`config.mk`:
```
export PLATFORM = sky130hd
export DESIGN_NAME = multi_pulse_generator
export DESIGN_NICKNAME = d
export VERILOG_FILES = /design/src/rtl/multi_pulse_pkg.sv /design/src/rtl/pulse_channel.sv /design/src/rtl/multi_pulse_generator.sv
export SDC_FILE = /design/constraint.sdc
export NUM_CORES = 1
export LEC_CHECK = 0
export CAP_MARGIN = 10
export CELL_PAD_IN_SITES_DETAIL_PLACEMENT = 0
export CELL_PAD_IN_SITES_GLOBAL_PLACEMENT = 2
export CORE_ASPECT_RATIO = 1.5
export CORE_MARGIN = 3
export CORE_UTILIZATION = 40
export CTS_CLUSTER_DIAMETER = 150
export CTS_CLUSTER_SIZE = 40
export DETAILED_ROUTE_END_ITERATION = 10
export PLACE_DENSITY = 0.84
export SLEW_MARGIN = 20
export SYNTH_ARGS = -nofsm -noshare
export SYNTH_HDL_FRONTEND = slang
export SYNTH_SLANG_ARGS = --single-unit
```
`constraint.sdc`:
```
create_clock -name clk -period 3.3 [get_ports clk]
set_input_delay 0.825 -clock clk [delete_from_list [all_inputs] [get_ports clk]]
set_output_delay 0.825 -clock clk [all_outputs]
set_load 0.05 [all_outputs]
```
`src/rtl/multi_pulse_pkg.sv`:
```
// Shared encodings for the multi-channel pulse generator: channel FSM states,
// channel modes and the channel-select width helper.
package multi_pulse_pkg;

  typedef enum logic [0:0] {
    StIdle = 1'b0,
    StRun  = 1'b1
  } state_e;

  typedef enum logic [0:0] {
    ModePeriodic = 1'b0,
    ModeOneShot  = 1'b1
  } mode_e;

  // Select field is at least one bit wide, even for a single channel.
  function automatic int unsigned ch_width(input int unsigned n);
    return (n > 1) ? $clog2(n) : 1;
  endfunction

endpackage

```
`src/rtl/pulse_channel.sv`:
```
// One pulse channel: period/mode registers, IDLE/RUN FSM and the counter that
// emits a single-cycle pulse every period+1 counted edges.
module pulse_channel
  import multi_pulse_pkg::*;
#(
  parameter int unsigned CNT_W = 30
) (
  input  logic             clk,
  input  logic             rst,
  input  logic             ce,
  input  logic             cfg_we,
  input  logic [CNT_W-1:0] cfg_period,
  input  mode_e            cfg_mode,
  input  logic             start,
  input  logic             stop,
  output logic             pulse,
  output logic             active
);

  state_e             state_q, state_d;
  mode_e              mode_q, mode_d;
  logic [CNT_W-1:0]   period_q, period_d;
  logic [CNT_W-1:0]   cnt_q, cnt_d;
  logic               pulse_q, pulse_d;

  always_comb begin
    state_d  = state_q;
    mode_d   = mode_q;
    period_d = period_q;
    cnt_d    = cnt_q;
    pulse_d  = 1'b0;

    if (cfg_we) begin
      period_d = cfg_period;
      mode_d   = cfg_mode;
    end

    // Stop beats start; a config write to a running channel restarts it.
    if (stop) begin
      state_d = StIdle;
      cnt_d   = '0;
    end else if (start || (cfg_we && (state_q == StRun))) begin
      state_d = StRun;
      cnt_d   = '0;
    end else if ((state_q == StRun) && ce) begin
      if (cnt_q == period_q) begin
        pulse_d = 1'b1;
        cnt_d   = '0;
        if (mode_q == ModeOneShot) begin
          state_d = StIdle;
        end
      end else begin
        cnt_d = cnt_q + CNT_W'(1);
      end
    end
  end

  always_ff @(posedge clk) begin
    if (rst) begin
      state_q  <= StIdle;
      mode_q   <= ModePeriodic;
      period_q <= '0;
      cnt_q    <= '0;
      pulse_q  <= 1'b0;
    end else begin
      state_q  <= state_d;
      mode_q   <= mode_d;
      period_q <= period_d;
      cnt_q    <= cnt_d;
      pulse_q  <= pulse_d;
    end
  end

  assign pulse  = pulse_q;
  assign active = (state_q == StRun);

endmodule

```
`src/rtl/multi_pulse_generator.sv`:
```
// Array of independent pulse channels sharing one config-write port; the top
// only decodes the config target and instantiates the channels.
module multi_pulse_generator
  import multi_pulse_pkg::*;
#(
  parameter int unsigned NUM_CH = 4,
  parameter int unsigned CNT_W  = 30,
  localparam int unsigned CH_W  = ch_width(NUM_CH)
) (
  input  logic              clk,
  input  logic              rst,
  input  logic              ce,
  input  logic              cfg_we,
  input  logic [CH_W-1:0]   cfg_ch,
  input  logic [CNT_W-1:0]  cfg_period,
  input  logic              cfg_mode,
  input  logic [NUM_CH-1:0] ch_start,
  input  logic [NUM_CH-1:0] ch_stop,
  output logic [NUM_CH-1:0] pulse,
  output logic [NUM_CH-1:0] active
);

  // Selects >= NUM_CH match no channel, so such writes are dropped.
  for (genvar i = 0; i < NUM_CH; i++) begin : g_ch
    logic ch_we;
    assign ch_we = cfg_we && (cfg_ch == CH_W'(i));

    pulse_channel #(
      .CNT_W (CNT_W)
    ) u_ch (
      .clk        (clk),
      .rst        (rst),
      .ce         (ce),
      .cfg_we     (ch_we),
      .cfg_period (cfg_period),
      .cfg_mode   (mode_e'(cfg_mode)),
      .start      (ch_start[i]),
      .stop       (ch_stop[i]),
      .pulse      (pulse[i]),
      .active     (active[i])
    );
  end

endmodule

```
Word level (Yosys, flattened, before mapping)
Cells that the tools add are included.
{"block": "classes", "reduce_logical": 45, "bitwise_logic": 4, "addsub": 4, "eq_ne": 7, "mux": 24}
{"operator": "30-bit by 1-bit adder with 30-bit output (second input constant)", "n": 4}
{"operator": "30-bit == test", "n": 4}
{"operator": "30-bit 2-to-1 mux", "n": 4}
{"operator": "2-bit nonzero test", "n": 12}
{"operator": "1-bit 2-to-1 mux", "n": 20}
{"operator": "4-bit OR reduction", "n": 4}
{"operator": "1-bit logical AND", "n": 12}
{"operator": "3-bit AND reduction", "n": 4}
{"operator": "3-bit OR reduction", "n": 4}
{"operator": "2-bit OR reduction", "n": 4}
{"operator": "2-bit == test (second input constant)", "n": 2}
{"operator": "1-bit logical OR", "n": 4}
{"operator": "1-bit NOT", "n": 4}
{"operator": "2-bit by 1-bit == test with 1-bit output (second input constant)", "n": 1}
{"operator": "2-bit zero test", "n": 1}
{"block": "totals", "out_inout_bits": 8, "regBits": 252, "input_bits": 45, "elab_cells": 104}

Logic depth before layout (Yosys ltp)
Gate-level depths: netlist of run 1.
{"block": "depth", "depth_word": 6, "ltp_mapped": 7, "mapped_depth_nobuf": 6}

Cells and area by module
A second synthesis of run 1 with hierarchy kept.
{"block": "hier_totals", "cells_unflattened": 1248, "hier_area_um2": 11343.4}
{"module": "pulse_channel", "n_inst": 4, "cells_per_inst": 311, "area_per_inst_um2": 2826.5, "seq_area_each_um2": 1261.2}
{"module": "multi_pulse_generator", "n_inst": 1, "cells_per_inst": 4, "area_per_inst_um2": 37.5, "seq_area_each_um2": 0.0}

Least setup slack after synthesis of run 1
OpenSTA, ideal clock, no wires.
{"block": "synth_timing", "path_kind": "in2reg", "start": "input port ce", "end": "register g_ch[0].u_ch.cnt_q[26]", "setup_ns": 0.128, "n_path_buf": 2, "required_ns": 3.172, "slack_ns": 1.116, "t_arrival_ns": 2.057, "path_stages": 7, "path_cell_list": "buf_2 -> buf_2 -> nand4_1 -> nor3_2 -> nand4_1 -> xor2_1 -> nor2_1"}
{"block": "synth_via", "elab_chain_len": 1}
{"element": "start, declared", "line_no": "multi_pulse_generator.sv:12", "rtl": "input logic ce,"}
{"element": "1-bit logical AND", "line_no": "pulse_channel.sv:45", "rtl": "end else if ((state_q == StRun) && ce) begin"}
{"element": "end signal, assigned", "line_no": "pulse_channel.sv:69", "rtl": "cnt_q <= cnt_d;"}
{"element": "end, declared", "line_no": "pulse_channel.sv:23", "rtl": "logic [CNT_W-1:0] cnt_q, cnt_d;"}
No other way between the ends.
A chain may end at the register's enable or synchronous reset.

Worst setup path in the final report of run 1
{"block": "layout_timing", "start": "register g_ch[2].u_ch.state_q", "end": "output port active[2]"}
{"element": "start, declared", "line_no": "pulse_channel.sv:20", "rtl": "state_e state_q, state_d;"}
{"element": "start signal, assigned", "line_no": "pulse_channel.sv:60", "rtl": "state_q <= StIdle;"}
{"element": "start signal, assigned", "line_no": "pulse_channel.sv:66", "rtl": "state_q <= state_d;"}
{"element": "end, declared", "line_no": "multi_pulse_generator.sv:20", "rtl": "output logic [NUM_CH-1:0] active"}
No word-level cell between the ends.

==> results of run 1 <==
-- placed cells by master, fill, tap and decap left out, types with 5 or more instances in the layout --
master and instances:
or2_2 5, xnor2_1 29, nor4_1 36, nand4_1 56, a21oi_1 132, and3_1 21, nor2_1 136, clkdlybuf4s50_1 51
and2_1 7, clkbuf_16 11, nor3_1 6, dfxtp_1 252, and4_1 15, nand2_1 302, buf_4 26, nand3_1 36
xor2_1 202, a2111oi_0 8
-- flip-flops by register name, summed over array words and instances, names as in the netlist --
signal	cells
g_ch.u_ch.cnt_q	120
g_ch.u_ch.period_q	120
g_ch.u_ch.mode_q	4
g_ch.u_ch.pulse	4
g_ch.u_ch.active	4
-- metal layers --
layer  wire [um]  vias up
li1            -     4577
met1       13890     4272
met2       16550      134
met3         864       30
met4         490        0
met5           0        -
-- worst max path at each step --
stage,from,end,slack [ps],cells past startpoint
after floorplan,ce,g_ch[0].u_ch.cnt_q[26],1120,7
after global placement,ce,g_ch[2].u_ch.cnt_q[21],320,5
after detailed placement,cfg_ch[1],g_ch[2].u_ch.cnt_q[27],360,8
after CTS,g_ch[2].u_ch.active,active[2],540,1
after global routing,g_ch[2].u_ch.active,active[2],480,1
final,g_ch[2].u_ch.active,active[2],570,1
-- through the flow --
stage | std cells | hold slack (ps) | cell area (sq um) | setup slack [ps]
2_1_floorplan | 1372 | 432.3 | 11330 | 1116
3_3_place_gp | 1711 | 438.7 | 12200 | 319.0
3_5_place_dp | 1712 | 446.3 | 12220 | 357.5
4_1_cts | 1724 | 460.7 | 12520 | 535.6
5_1_grt | 1724 | 489.9 | 12520 | 481.8
6_report | 1724 | 458.9 | 12520 | 565.8
-- area by class of cell --
cell class | count | area, sq um | share of cell area
inverter | 4 | 15.01 | 0.001199
sequential | 252 | 5045 | 0.4029
timing repair buffer | 79 | 740.7 | 0.05915
multi-input combinational | 1035 | 5988 | 0.4782
tap | 342 | 427.9 | 0.03417
clock buffer | 11 | 275.3 | 0.02198
clock inverter | 1 | 30.03 | 0.002398
-- logic make-up (layout without fill, tap and decap cells) --
logic type,count (synthesis),in the layout,synth area share
compound gates,150,150,0.07037
xor+xnor,231,231,0.1786
fa+ha+maj,4,4,0.004419
buf+inv,85,95,0.03159
flops,252,252,0.4454
simple gates,650,650,0.2696
-- power by group --
part	internal, mW	switching [mW]
logic	0.148	0.267
clock network	0.623	0.981
registers	3.10	0.0422
total	3.87	1.29
==> flow_metrics.env, run 1 <==
export IMPL_outcome="completed"
export IMPL_synth_common_cells="nand2_1 (302), dfxtp_1 (252), xor2_1 (202)"
export IMPL_cts_hold_buf=0
export IMPL_path_cells="clkdlybuf4s50_1"
export IMPL_worst_setup_path_start_kind="flop"
export IMPL_utilization=0.4538
export IMPL_finalSetupTns_ps=0
export IMPL_drc=0
export IMPL_path_class="flop to output port"
export IMPL_row_count=74
export IMPL_die_h_um=212.1
export IMPL_fill_cells=2795
export IMPL_drv_slew=0
export IMPL_firstDrtPassIters=5
export IMPL_cp_arrival_ps=1910
export IMPL_grt_max_degree=51
export IMPL_nets=1431
export IMPL_irDropWorstVdd_mv=0.4355
export IMPL_ant_nets=0
export IMPL_num_antenna_cells=0
export IMPL_max_stage_delay_ps=870
export IMPL_met1_usage=0.2735
export IMPL_r2r_worst_path_cells=6
export IMPL_reg2reg_slack_ps=830
export IMPL_io_pins=53
export IMPL_cpMaxStageDelayCell="clkdlybuf4s50_1"
export IMPL_p_per_area_mw_per_mm2=411.8
export IMPL_grt_busiest_layer="met2"
export IMPL_yosys_area_top_type="dfxtp_1"
export IMPL_clkSlewWorstSetupHoldPaths_ps=150
export IMPL_start_util=0.4105
export IMPL_finalHoldViolCount=0
export IMPL_grt_overflow=0
export IMPL_max_cap_violations=0
export IMPL_wirelength_mm=31.80
export IMPL_die_w_um=143.4
export IMPL_met3_usage=0.02070
export IMPL_ctsHtreeMaxLevel=1
export IMPL_area_delta_synth_final_pct=10.56
export IMPL_syn_cell_area_sq_mm=0.01133
export IMPL_track_usage=0.2107
export IMPL_worstHoldEndpoint="g_ch[0].u_ch.mode_q"
export IMPL_hp_class="flop to flop"
export IMPL_dieArea_sq_mm=0.03041
export IMPL_wire_per_inst_um=18.44
export IMPL_grt_pass1_wl_mm=50.44
export IMPL_gp_congestion=0.8124
export IMPL_ys_warn_count=0
export IMPL_async_reset_ff_frac=0
export IMPL_synth_edf_count=0
export IMPL_regToRegEndpoint="g_ch[1].u_ch.cnt_q[21]"
export IMPL_clockRootBuffer="clkbuf_16"
export IMPL_synth_seq_cells=252
export IMPL_p_leak_nw=4.810
export IMPL_r2r_start="g_ch[1].u_ch.cnt_q[24]"
export IMPL_synth_top_area_frac=0.4454
export IMPL_min_delay_start="g_ch[0].u_ch.mode_q"
export IMPL_numCtsBuffers=10
export IMPL_relSlewSlack=0.3348
export IMPL_grt_pass1_vias=8774
export IMPL_met2_usage=0.3803
export IMPL_ys_seq_area_frac=0.4454
export IMPL_vias=9013
export IMPL_core_area_sq_mm=0.02759
export IMPL_cts_tree="built"
export IMPL_synth_avg_cell_area_sq_um=8.255
export IMPL_min_period_ps=2734
export IMPL_rsz0062_at_grt="false"
export IMPL_critPathBufInv=1
export IMPL_port_buffers=52
export IMPL_worstPathRequired_ps=2470
export IMPL_crit_fanout=9
export IMPL_clock_sinks=252
export IMPL_hold_path_depth=2
export IMPL_clock_latency_ps=500
export IMPL_end_kind="output port"
export IMPL_synth_area_leaders="dfxtp_1 (45%), xor2_1 (16%), nand2_1 (10%)"
export IMPL_fin_worst_skew_ps=39.02
export IMPL_max_freq_mhz=365.7
export IMPL_clk_path_buf_depth=3
export IMPL_avgViaCountPerCell=5.228
export IMPL_grt_antenna_before_repair=0
export IMPL_synth_nets=1421
export IMPL_path_delay_family="buffers and inverters"
export IMPL_worstMarginPinSlew_ps=994.1
export IMPL_hpwl_mm=23.09
export IMPL_synth_cell_types=40
export IMPL_cts_resized=0
export IMPL_setup_viol=0
export IMPL_ys_flop_type="dfxtp_1"
export IMPL_fin_crit_sh=0.8286
export IMPL_drive_gt1_frac=0.04486
export IMPL_total_power_mw=5.157
export IMPL_cts_setup_buffers=0
export IMPL_yosysMostFrequentCell="nand2_1"
export IMPL_synthCells=1372
export IMPL_drtIter0Drc=482
(Power assumes the default switching activity.)
==> run 2: changes to the inputs <==
- CORE_UTILIZATION: 40 -> 33
- PLACE_DENSITY: 0.84 -> 0.74
- clock period: 3.3 -> 2.2 ns (I/O delays scaled with it)
==> flow_metrics.env, run 2 (synthesized netlist as in run 1, its figures left out) <==
export IMPL_outcome="completed"
export IMPL_grt_max_degree=41
export IMPL_utilization=0.3889
export IMPL_hp_class="input port to flop"
export IMPL_fin_worst_skew_ps=42.78
export IMPL_max_cap_violations=0
export IMPL_clockRootBuffer="clkbuf_16"
export IMPL_final_common_cell="nand2_1"
export IMPL_irDropWorstVdd_mv=0.5268
export IMPL_start_util=0.3366
export IMPL_max_freq_mhz=499.2
export IMPL_cp_arrival_ps=2360
export IMPL_cpMaxStageDelayCell="nor4_1"
export IMPL_numCtsBuffers=10
export IMPL_area_delta_synth_final_pct=15.57
export IMPL_row_count=82
export IMPL_reg2reg_slack_ps=200
export IMPL_min_period_ps=2003
export IMPL_finalHoldViolCount=0
export IMPL_drc=0
export IMPL_nets=1486
export IMPL_fill_cells=3542
export IMPL_die_w_um=157.3
export IMPL_relSlewSlack=0.6305
export IMPL_grt_pass1_vias=9133
export IMPL_vias=9189
export IMPL_ant_nets=0
export IMPL_drive_gt1_frac=0.08420
export IMPL_hpwl_mm=25.18
export IMPL_hold_path_depth=2
export IMPL_wirelength_mm=34.04
export IMPL_firstDrtPassIters=7
export IMPL_drv_slew=0
export IMPL_regToRegEndpoint="g_ch[0].u_ch.cnt_q[14]"
export IMPL_io_pins=53
export IMPL_finalSetupTns_ps=0
export IMPL_final_cell_mix="nand2_1 (302), dfxtp_1 (252), xor2_1 (202)"
export IMPL_ctsHtreeMaxLevel=1
export IMPL_core_area_sq_mm=0.03365
export IMPL_grt_pass1_wl_mm=52.47
export IMPL_avgViaCountPerCell=4.948
export IMPL_clk_path_buf_depth=3
export IMPL_port_buffers=52
export IMPL_clock_latency_ps=500
export IMPL_drtIter0Drc=511
export IMPL_setup_viol=0
export IMPL_worstPathRequired_ps=2560
export IMPL_end_kind="flop"
export IMPL_r2r_worst_path_cells=6
export IMPL_grt_antenna_before_repair=0
export IMPL_path_cells="xor2_1 > nor4_1 > nand4_1 > o31ai_4 > buf_12 > nor2_1"
export IMPL_worst_setup_path_start_kind="flop"
export IMPL_p_leak_nw=5.155
export IMPL_die_h_um=232.9
export IMPL_cts_tree="built"
export IMPL_rsz0062_at_grt="false"
export IMPL_clkSlewWorstSetupHoldPaths_ps=150
export IMPL_total_power_mw=7.815
export IMPL_worstMarginPinSlew_ps=552.2
export IMPL_grt_overflow=0
export IMPL_biggestRegsByFlops="g_ch.u_ch.cnt_q: 120 flops, g_ch.u_ch.period_q: 120 flops"
export IMPL_r2r_start="g_ch[0].u_ch.cnt_q[28]"
export IMPL_num_antenna_cells=0
export IMPL_crit_fanout=30
export IMPL_critPathBufInv=1
export IMPL_path_delay_family="simple AND/OR/NAND/NOR gates"
export IMPL_clock_sinks=252
export IMPL_p_per_area_mw_per_mm2=597.1
export IMPL_wire_per_inst_um=18.33
export IMPL_path_class="flop to flop"
export IMPL_worstHoldEndpoint="g_ch[1].u_ch.period_q[10]"
export IMPL_max_stage_delay_ps=470
export IMPL_fin_crit_sh=0.9106
export IMPL_track_usage=0.1847
export IMPL_gp_congestion=0.8091
export IMPL_dieArea_sq_mm=0.03663
export IMPL_min_delay_start="rst"
[run 2: where the power goes]
group          total [mW]  switching [mW]  internal (mW)
sequential           4.70          0.0605           4.64
combinational       0.674           0.422          0.252
clock                2.44            1.50          0.934
[run 2: layer usage]
| metal | vias to the layer above | GRT usage | share of wire |
|---|---|---|---|
| met3 | 35 | 0.01396 | 0.023 |
| li1 | 4687 | - | - |
| met5 | - | 0 | 0 |
| met2 | 115 | 0.3403 | 0.52 |
| met4 | 0 | 0.05183 | 0.028 |
| met1 | 4352 | 0.2286 | 0.43 |
[run 2: worst max path at each step]
stage                     cells past startpoint                endpoint                   start
final                                         6  g_ch[0].u_ch.cnt_q[14]  g_ch[0].u_ch.cnt_q[28]
after global routing                          6  g_ch[1].u_ch.cnt_q[25]  g_ch[1].u_ch.cnt_q[24]
after CTS                                     1                pulse[1]      g_ch[1].u_ch.pulse
after detailed placement                      7  g_ch[2].u_ch.cnt_q[21]                      ce
after global placement                        7  g_ch[2].u_ch.cnt_q[21]                      ce
after floorplan                               7  g_ch[0].u_ch.cnt_q[26]                      ce
[run 2: layout make-up]
| class | count | area [sq um] | area share |
|---|---|---|---|
| Multi-Input combinational cell | 1035 | 5988 | 0.4575 |
| Sequential cell | 252 | 5045 | 0.3854 |
| Timing Repair Buffer | 134 | 1210 | 0.09244 |
| Tap cell | 420 | 525.5 | 0.04015 |
| Clock buffer | 11 | 275.3 | 0.02103 |
| Clock inverter | 1 | 30.03 | 0.002294 |
| Inverter | 4 | 15.01 | 0.001147 |
[run 2: stage by stage]
| step | setup slack, ps | cell area, sq um | instances | hold slack, ps |
|---|---|---|---|---|
| floorplan | 290.9 | 11330 | 1372 | 432.3 |
| global route | 89.92 | 13090 | 1857 | 425.5 |
| detailed placement | -306.2 | 12780 | 1845 | 454.3 |
| CTS | 2.110 | 13090 | 1857 | 417.9 |
| finish | 196.7 | 13090 | 1857 | 421.9 |
| global placement | -316.4 | 12780 | 1845 | 441.1 |
[run 2: timing repair]
item | in CTS | in global routing
resized for setup | 3 | 1
cloned | 0 | 0
setup endpoints to repair | 3 | 1
hold buffers | 0 | 0
buffers inserted | 0 | 0
